<file path="src/rtl/ifetch_if.sv">
// Instruction fetch bus: memory request/response, buffered instruction output
// and redirect control, bundled for the fetch unit and its environment.
interface ifetch_if;
  logic        mem_req;
  logic [31:0] mem_addr;
  logic        mem_ack;
  logic [31:0] mem_rdata;
  logic        out_valid;
  logic [31:0] out_ins;
  logic [31:0] out_pc;
  logic        out_ready;
  logic        redirect;
  logic [31:0] redirect_pc;
  logic        fetch_fault;

  modport master (
    output mem_req, mem_addr, out_valid, out_ins, out_pc, fetch_fault,
    input  mem_ack, mem_rdata, out_ready, redirect, redirect_pc
  );

  modport slave (
    input  mem_req, mem_addr, out_valid, out_ins, out_pc, fetch_fault,
    output mem_ack, mem_rdata, out_ready, redirect, redirect_pc
  );
endinterface

</file>
<file path="src/rtl/ifetch_unit.sv">
// Instruction fetch unit: single-outstanding memory requests feeding a small
// instruction FIFO, with redirect handling and sticky address-fault detection.
module ifetch_unit #(
  parameter logic [31:0] RESET_PC = 32'h0000_3000,
  parameter logic [31:0] IMEM_LO  = 32'h0000_3000,
  parameter logic [31:0] IMEM_HI  = 32'h0000_3400,
  parameter int          DEPTH    = 4
) (
  input logic     clk,
  input logic     rst,
  ifetch_if.master bus
);
  localparam int PTR_W = (DEPTH > 1) ? $clog2(DEPTH) : 1;
  localparam int CNT_W = PTR_W + 1;

  typedef enum logic [1:0] {FETCH, DISCARD, FAULT} state_t;

  state_t            state, state_mid, state_next;
  logic [31:0]       fetch_pc, fetch_pc_next;
  logic [CNT_W-1:0]  count, count_next;
  logic [PTR_W-1:0]  wr_ptr, rd_ptr;
  logic              mem_req, mem_req_next;
  logic [31:0]       mem_addr, mem_addr_next;
  logic              fault;
  logic              ack, hold, push, pop;
  logic [31:0]       buf_ins [DEPTH];
  logic [31:0]       buf_pc  [DEPTH];

  function automatic logic addr_bad(input logic [31:0] a);
    return (a[1:0] != 2'b00) || (a < IMEM_LO) || (a > IMEM_HI);
  endfunction

  always_comb begin
    ack  = mem_req && bus.mem_ack;
    hold = mem_req && !bus.mem_ack;
    push = ack && (state == FETCH) && !bus.redirect;
    pop  = (count != '0) && bus.out_ready && !bus.redirect;

    if (bus.redirect) count_next = '0;
    else              count_next = count + CNT_W'(push) - CNT_W'(pop);

    if (bus.redirect) fetch_pc_next = bus.redirect_pc;
    else if (push)    fetch_pc_next = fetch_pc + 32'd4;
    else              fetch_pc_next = fetch_pc;

    // A redirect with the request still waiting must swallow its late response.
    state_mid = state;
    if (bus.redirect) begin
      state_mid = hold ? DISCARD : FETCH;
    end else if (state == DISCARD && ack) begin
      state_mid = FETCH;
    end

    state_next    = state_mid;
    mem_req_next  = 1'b0;
    mem_addr_next = mem_addr;
    if (hold) begin
      mem_req_next = 1'b1;
    end else if (state_mid == FETCH) begin
      mem_addr_next = fetch_pc_next;
      if (addr_bad(fetch_pc_next)) state_next = FAULT;
      else                         mem_req_next = (count_next < CNT_W'(DEPTH));
    end
  end

  always_ff @(posedge clk) begin
    if (rst) begin
      state    <= FETCH;
      fetch_pc <= RESET_PC;
      count    <= '0;
      wr_ptr   <= '0;
      rd_ptr   <= '0;
      mem_req  <= 1'b0;
      mem_addr <= RESET_PC;
      fault    <= 1'b0;
    end else begin
      state    <= state_next;
      fetch_pc <= fetch_pc_next;
      count    <= count_next;
      wr_ptr   <= bus.redirect ? '0 : wr_ptr + PTR_W'(push);
      rd_ptr   <= bus.redirect ? '0 : rd_ptr + PTR_W'(pop);
      mem_req  <= mem_req_next;
      mem_addr <= mem_addr_next;
      fault    <= (state_next == FAULT);
    end
  end

  // Buffer storage carries data only; occupancy is tracked by count/pointers.
  always_ff @(posedge clk) begin
    if (push) begin
      buf_ins[wr_ptr] <= bus.mem_rdata;
      buf_pc[wr_ptr]  <= mem_addr;
    end
  end

  always_comb begin
    bus.mem_req     = mem_req;
    bus.mem_addr    = mem_addr;
    bus.fetch_fault = fault;
    bus.out_valid   = (count != '0);
    bus.out_ins     = (count != '0) ? buf_ins[rd_ptr] : '0;
    bus.out_pc      = (count != '0) ? buf_pc[rd_ptr]  : '0;
  end
endmodule
</file>
<file path="src/flat_wrapper.sv">
// flat-port wrapper written by rule: the top's interface ports become plain ports
module ifetch_unit_flat 
#(
  parameter logic [31:0] RESET_PC = 32'h0000_3000,
  parameter logic [31:0] IMEM_LO  = 32'h0000_3000,
  parameter logic [31:0] IMEM_HI  = 32'h0000_3400,
  parameter int          DEPTH    = 4
)
  (clk, rst, bus_mem_req, bus_mem_addr, bus_out_valid, bus_out_ins, bus_out_pc, bus_fetch_fault, bus_mem_ack, bus_mem_rdata, bus_out_ready, bus_redirect, bus_redirect_pc);
  ifetch_if bus_i ();
  input logic clk;
  input logic rst;
  output wire logic [$bits(bus_i.mem_req)-1:0] bus_mem_req;
  output wire logic [$bits(bus_i.mem_addr)-1:0] bus_mem_addr;
  output wire logic [$bits(bus_i.out_valid)-1:0] bus_out_valid;
  output wire logic [$bits(bus_i.out_ins)-1:0] bus_out_ins;
  output wire logic [$bits(bus_i.out_pc)-1:0] bus_out_pc;
  output wire logic [$bits(bus_i.fetch_fault)-1:0] bus_fetch_fault;
  input wire logic [$bits(bus_i.mem_ack)-1:0] bus_mem_ack;
  input wire logic [$bits(bus_i.mem_rdata)-1:0] bus_mem_rdata;
  input wire logic [$bits(bus_i.out_ready)-1:0] bus_out_ready;
  input wire logic [$bits(bus_i.redirect)-1:0] bus_redirect;
  input wire logic [$bits(bus_i.redirect_pc)-1:0] bus_redirect_pc;
  assign bus_mem_req = bus_i.mem_req;
  assign bus_mem_addr = bus_i.mem_addr;
  assign bus_out_valid = bus_i.out_valid;
  assign bus_out_ins = bus_i.out_ins;
  assign bus_out_pc = bus_i.out_pc;
  assign bus_fetch_fault = bus_i.fetch_fault;
  assign bus_i.mem_ack = bus_mem_ack;
  assign bus_i.mem_rdata = bus_mem_rdata;
  assign bus_i.out_ready = bus_out_ready;
  assign bus_i.redirect = bus_redirect;
  assign bus_i.redirect_pc = bus_redirect_pc;
  ifetch_unit #(.RESET_PC(RESET_PC), .IMEM_LO(IMEM_LO), .IMEM_HI(IMEM_HI), .DEPTH(DEPTH)) u_core (.clk(clk), .rst(rst), .bus(bus_i));
endmodule
</file>
<file path="config.mk">
export PLATFORM = sky130hd
export DESIGN_NAME = ifetch_unit_flat
export DESIGN_NICKNAME = d
export VERILOG_FILES = /design/src/rtl/ifetch_if.sv /design/src/rtl/ifetch_unit.sv /design/src/flat_wrapper.sv
export SDC_FILE = /design/constraint.sdc
export NUM_CORES = 1
export LEC_CHECK = 0
export CAP_MARGIN = 20
export CORE_MARGIN = 2
export CORE_UTILIZATION = 40
export DETAILED_ROUTE_END_ITERATION = 8
export MAX_ROUTING_LAYER = met4
export SETUP_SLACK_MARGIN = 0.05
export SLEW_MARGIN = 10
export SYNTH_ARGS = -nofsm -noshare
export SYNTH_HDL_FRONTEND = slang
export SYNTH_SLANG_ARGS = --single-unit
</file>
<file path="constraint.sdc">
create_clock -name clk -period 6.4 [get_ports clk]
set_input_delay 1.28 -clock clk [delete_from_list [all_inputs] [get_ports clk]]
set_output_delay 1.28 -clock clk [all_outputs]
set_load 0.005 [all_outputs]
</file>
==> run_summary.xml <==
<?xml version="1.0" encoding="UTF-8"?>
<metrics>
  <group name="timing">
    <metric name="rsz0062_at_grt" unit="">no</metric>
    <metric name="setup_violations" unit="">0</metric>
    <metric name="skew" unit="ns">0.0104</metric>
    <metric name="transition_time_of_the_tightest_slew_check_pin" unit="ns">1.06</metric>
    <metric name="max_freq" unit="MHz">233</metric>
    <metric name="finalHoldViolCount" unit="">0</metric>
    <metric name="finalSetupTns" unit="ns">0</metric>
    <metric name="worst_slew_margin_rel" unit="%">29.5</metric>
    <metric name="worst_hold_slack" unit="ns">0.528</metric>
    <metric name="final_critical_delay_including_setup_and_external_delays" unit="ns">4.29</metric>
    <metric name="setup_slack" unit="ns">2.11</metric>
    <metric name="finalCritPeriodShare" unit="%">67.0</metric>
    <metric name="maxSlewViolCount" unit="">0</metric>
  </group>
  <group name="power">
    <metric name="worst_supply_voltage_drop_on_vdd" unit="mV">0.165</metric>
    <metric name="powerDensity" unit="mW/mm2">274</metric>
    <metric name="total_leakage_power" unit="nW">5.47</metric>
  </group>
  <group name="clocking">
    <metric name="post-cts-setup-buffers" unit="">0</metric>
    <metric name="cts.root.buffer_cell" unit="">sky130_fd_sc_hd__clkbuf_16</metric>
    <metric name="cts.reportedPaths.clkPinSlew" unit="ns">0.06</metric>
    <metric name="deepest_level_of_the_cts_h_tree" unit="">2</metric>
    <metric name="number_of_sinks_on_the_clock_net" unit="">331</metric>
    <metric name="tritoncts" unit="">yes</metric>
    <metric name="numCtsBuffers" unit="">36</metric>
    <metric name="clock_tree.buffer_depth" unit="">3</metric>
    <metric name="worst_skew_pair.late_latency" unit="ns">0.51</metric>
    <metric name="cts.repair.resized" unit="">0</metric>
    <metric name="hold_buffers" unit="">0</metric>
  </group>
  <group name="die">
    <metric name="dieArea" unit="mm2">0.0351</metric>
    <metric name="die_x" unit="um">187</metric>
    <metric name="core" unit="mm2">0.0333</metric>
    <metric name="row_count" unit="">67</metric>
    <metric name="initial_core_util" unit="%">40.4</metric>
    <metric name="top_level_ports" unit="">168</metric>
    <metric name="fp.dieH" unit="um">187</metric>
  </group>
  <group name="job">
    <metric name="maxCapViolations" unit="">0</metric>
  </group>
  <group name="setup_path">
    <metric name="timing.reg2reg.setup_slack" unit="ns">3.21</metric>
    <metric name="end_kind" unit="">output pin</metric>
    <metric name="timing.critical_path.arrival" unit="ns">3.01</metric>
    <metric name="cell_depth_of_the_worst_flop_to_flop_path" unit="">9</metric>
    <metric name="crit_path_start_kind" unit="">flip-flop</metric>
    <metric name="crit_path_max_fanout" unit="">35</metric>
    <metric name="cp_data_required_time" unit="ns">5.12</metric>
    <metric name="crit_type" unit="">flip-flop to output pin</metric>
  </group>
  <group name="final_layout">
    <metric name="core_util_final" unit="%">50.4</metric>
    <metric name="antenna_cells" unit="">0</metric>
    <metric name="area_growth" unit="%">24.8</metric>
    <metric name="filler_cells" unit="">2870</metric>
    <metric name="fraction_of_final_layout_cells_sized_beyond_drive_strength_1" unit="%">13.9</metric>
    <metric name="final-instance-count-excl-fill" unit="">1521</metric>
    <metric name="net_count_final" unit="">1121</metric>
  </group>
  <group name="logic_synthesis">
    <metric name="synth_top_cells_by_count" unit="">256 x sky130_fd_sc_hd__edfxtp_1, 75 x sky130_fd_sc_hd__dfxtp_1, 68 x sky130_fd_sc_hd__and2_1, 68 x sky130_fd_sc_hd__nor2_1, 64 x sky130_fd_sc_hd__mux4_2</metric>
    <metric name="yosys.cell_count.top_type" unit="">sky130_fd_sc_hd__edfxtp_1</metric>
    <metric name="ys_types" unit="">62</metric>
    <metric name="post_synth.cell_area_avg" unit="um2">15.3</metric>
    <metric name="synthTopCellsByArea" unit="">sky130_fd_sc_hd__edfxtp_1 57%, sky130_fd_sc_hd__dfxtp_1 11%, sky130_fd_sc_hd__mux4_2 11%</metric>
    <metric name="synth_fp_nets" unit="">951</metric>
    <metric name="synth_top_cell_area_share" unit="%">57.2</metric>
    <metric name="synth_ff_type" unit="">sky130_fd_sc_hd__edfxtp_1</metric>
    <metric name="syn-instance-count" unit="">876</metric>
    <metric name="synth_seq_area_share" unit="%">68.4</metric>
    <metric name="ys_ff_latch" unit="">331</metric>
    <metric name="ys.warnings.count" unit="">0</metric>
    <metric name="async_reset_ff_share" unit="%">0</metric>
    <metric name="synth.largest_area_cell" unit="">sky130_fd_sc_hd__edfxtp_1</metric>
    <metric name="synth_edf_count" unit="">256</metric>
    <metric name="post_synth_instance_area" unit="mm2">0.0134</metric>
  </group>
  <group name="global_routing">
    <metric name="grtUsageTotal" unit="%">17.7</metric>
    <metric name="first_pass_grt_wire_length" unit="mm">46.5</metric>
    <metric name="antenna_found_initial" unit="">0</metric>
    <metric name="grt-ovfl-total" unit="">0</metric>
    <metric name="via_count_of_the_first_global_routing_pass" unit="">8024</metric>
    <metric name="grt_start_max_net_pins" unit="">74</metric>
  </group>
  <group name="drt">
    <metric name="dr.first_iter.drc_count" unit="">498</metric>
    <metric name="routed.top_layer" unit="">met4</metric>
    <metric name="detail_route_antenna_nets" unit="">0</metric>
    <metric name="avgRoutedWirePerCell" unit="um">19.7</metric>
    <metric name="detail_route.first_pass.iterations" unit="">7</metric>
    <metric name="met3RoutedLength" unit="mm">1.39</metric>
    <metric name="vias_per_cell" unit="">5.17</metric>
    <metric name="dr_wl_met2" unit="mm">14.1</metric>
    <metric name="wirelength_met1" unit="mm">13.9</metric>
    <metric name="route.detailed.drc" unit="">0</metric>
    <metric name="postRouteWirelength" unit="mm">30.0</metric>
    <metric name="dr_total_vias" unit="">7862</metric>
  </group>
  <group name="place">
    <metric name="routabilityCongestion" unit="">0.869</metric>
    <metric name="dp_hpwl" unit="mm">18.3</metric>
    <metric name="placement.io_buffers" unit="">167</metric>
    <metric name="place_worst_setup_slack" unit="ns">1.97</metric>
    <metric name="place_inst" unit="">1456</metric>
  </group>
  <group name="outcome">
    <metric name="outcome" unit="">completed</metric>
  </group>
  <group name="hold_path">
    <metric name="min_delay_path_depth" unit="">0</metric>
    <metric name="timing.hold.worst.class" unit="">flip-flop to flip-flop</metric>
  </group>
</metrics>
worst max-delay path: stages (launching register included):
cell and delay (ns):
sky130_fd_sc_hd__dfxtp_4 0.83, sky130_fd_sc_hd__buf_4 0.46, sky130_fd_sc_hd__mux4_2 0.54, sky130_fd_sc_hd__and2_1 0.20, sky130_fd_sc_hd__clkdlybuf4s50_1 0.45
layout make-up:
class                      count  area, um2  area share [%]
clock buffer                  46        970            5.78
multi-input combinational    488       4050            24.1
clock inverter                19        168            1.00
inverter                       9       33.8           0.202
tap                          448        561            3.34
timing repair buffer         180       1790            10.7
sequential                   331       9200            54.9
sequential cells by signal, summed over array words and instances (netlist names):
signal	flops
u_core.bus.mem_req	1
u_core.buf_pc	128
u_core.bus.mem_addr	32
u_core.wr_ptr	2
u_core.count	3
u_core.buf_ins	128
u_core.rd_ptr	2
u_core.bus.fetch_fault	1
u_core.state	2
u_core.fetch_pc	32
per-stage QoR:
step / instance area [um2] / power (mW)
global route: 16800 / 4.76
CTS: 16800 / 4.64
floorplan: 13400 / 2.51
global placement: 15600 / 2.64
finish: 16800 / 4.59
detailed placement: 15600 / 2.64
report_power, final:
group          switching, mW  internal, mW
clock                  0.824          1.16
combinational          0.104         0.105
sequential            0.0443          2.34
cell usage in the layout (no fill, tap or decap), types with 11 or more instances in the layout:
| cell | instances |
|---|---|
| sky130_fd_sc_hd__and2_1 | 68 |
| sky130_fd_sc_hd__nand4_1 | 11 |
| sky130_fd_sc_hd__a21oi_1 | 36 |
| sky130_fd_sc_hd__nor3_1 | 24 |
| sky130_fd_sc_hd__buf_4 | 11 |
| sky130_fd_sc_hd__o21ai_0 | 12 |
| sky130_fd_sc_hd__edfxtp_1 | 256 |
| sky130_fd_sc_hd__xnor2_1 | 13 |
| sky130_fd_sc_hd__mux4_2 | 64 |
| sky130_fd_sc_hd__clkdlybuf4s50_1 | 166 |
| sky130_fd_sc_hd__nor4_1 | 11 |
| sky130_fd_sc_hd__nor2_1 | 66 |
| sky130_fd_sc_hd__dfxtp_1 | 73 |
| sky130_fd_sc_hd__clkbuf_16 | 37 |
| sky130_fd_sc_hd__nand2_1 | 49 |
| sky130_fd_sc_hd__nand3_1 | 13 |
cells by family after synthesis:
| logic type | count (synthesis) | synth area share (%) |
|---|---|---|
| AO/OA/AOI/OAI | 88 | 4.34 |
| XOR/XNOR | 23 | 1.50 |
| adder cells (fa/ha/maj) | 6 | 0.615 |
| buffers and inverters | 57 | 1.70 |
| flip-flops | 331 | 68.4 |
| multiplexers | 73 | 11.4 |
| AND/OR/NAND/NOR | 298 | 12.0 |
metal layers:
layer / GRT usage [%] / up-vias
met3: 3.04 / 38
met4: 4.40 / 0
met2: 27.8 / 199
met1: 24.1 / 3924
met5: - / -
li1: - / 3701
final timing paths:
check / from / end
max: u_core.rd_ptr[0]$_SDFF_PP0_ / bus_out_pc[20]
min: u_core.bus.mem_addr[17]$_SDFFE_PP0P_ / u_core.buf_pc[2][17]$_DFFE_PP_
max reg2reg: u_core.fetch_pc[2]$_SDFF_PP0_ / u_core.state[1]$_SDFF_PP0_
min reg2reg: u_core.bus.mem_addr[17]$_SDFFE_PP0P_ / u_core.buf_pc[2][17]$_DFFE_PP_
Note: power is estimated with default switching activity, not from simulation.
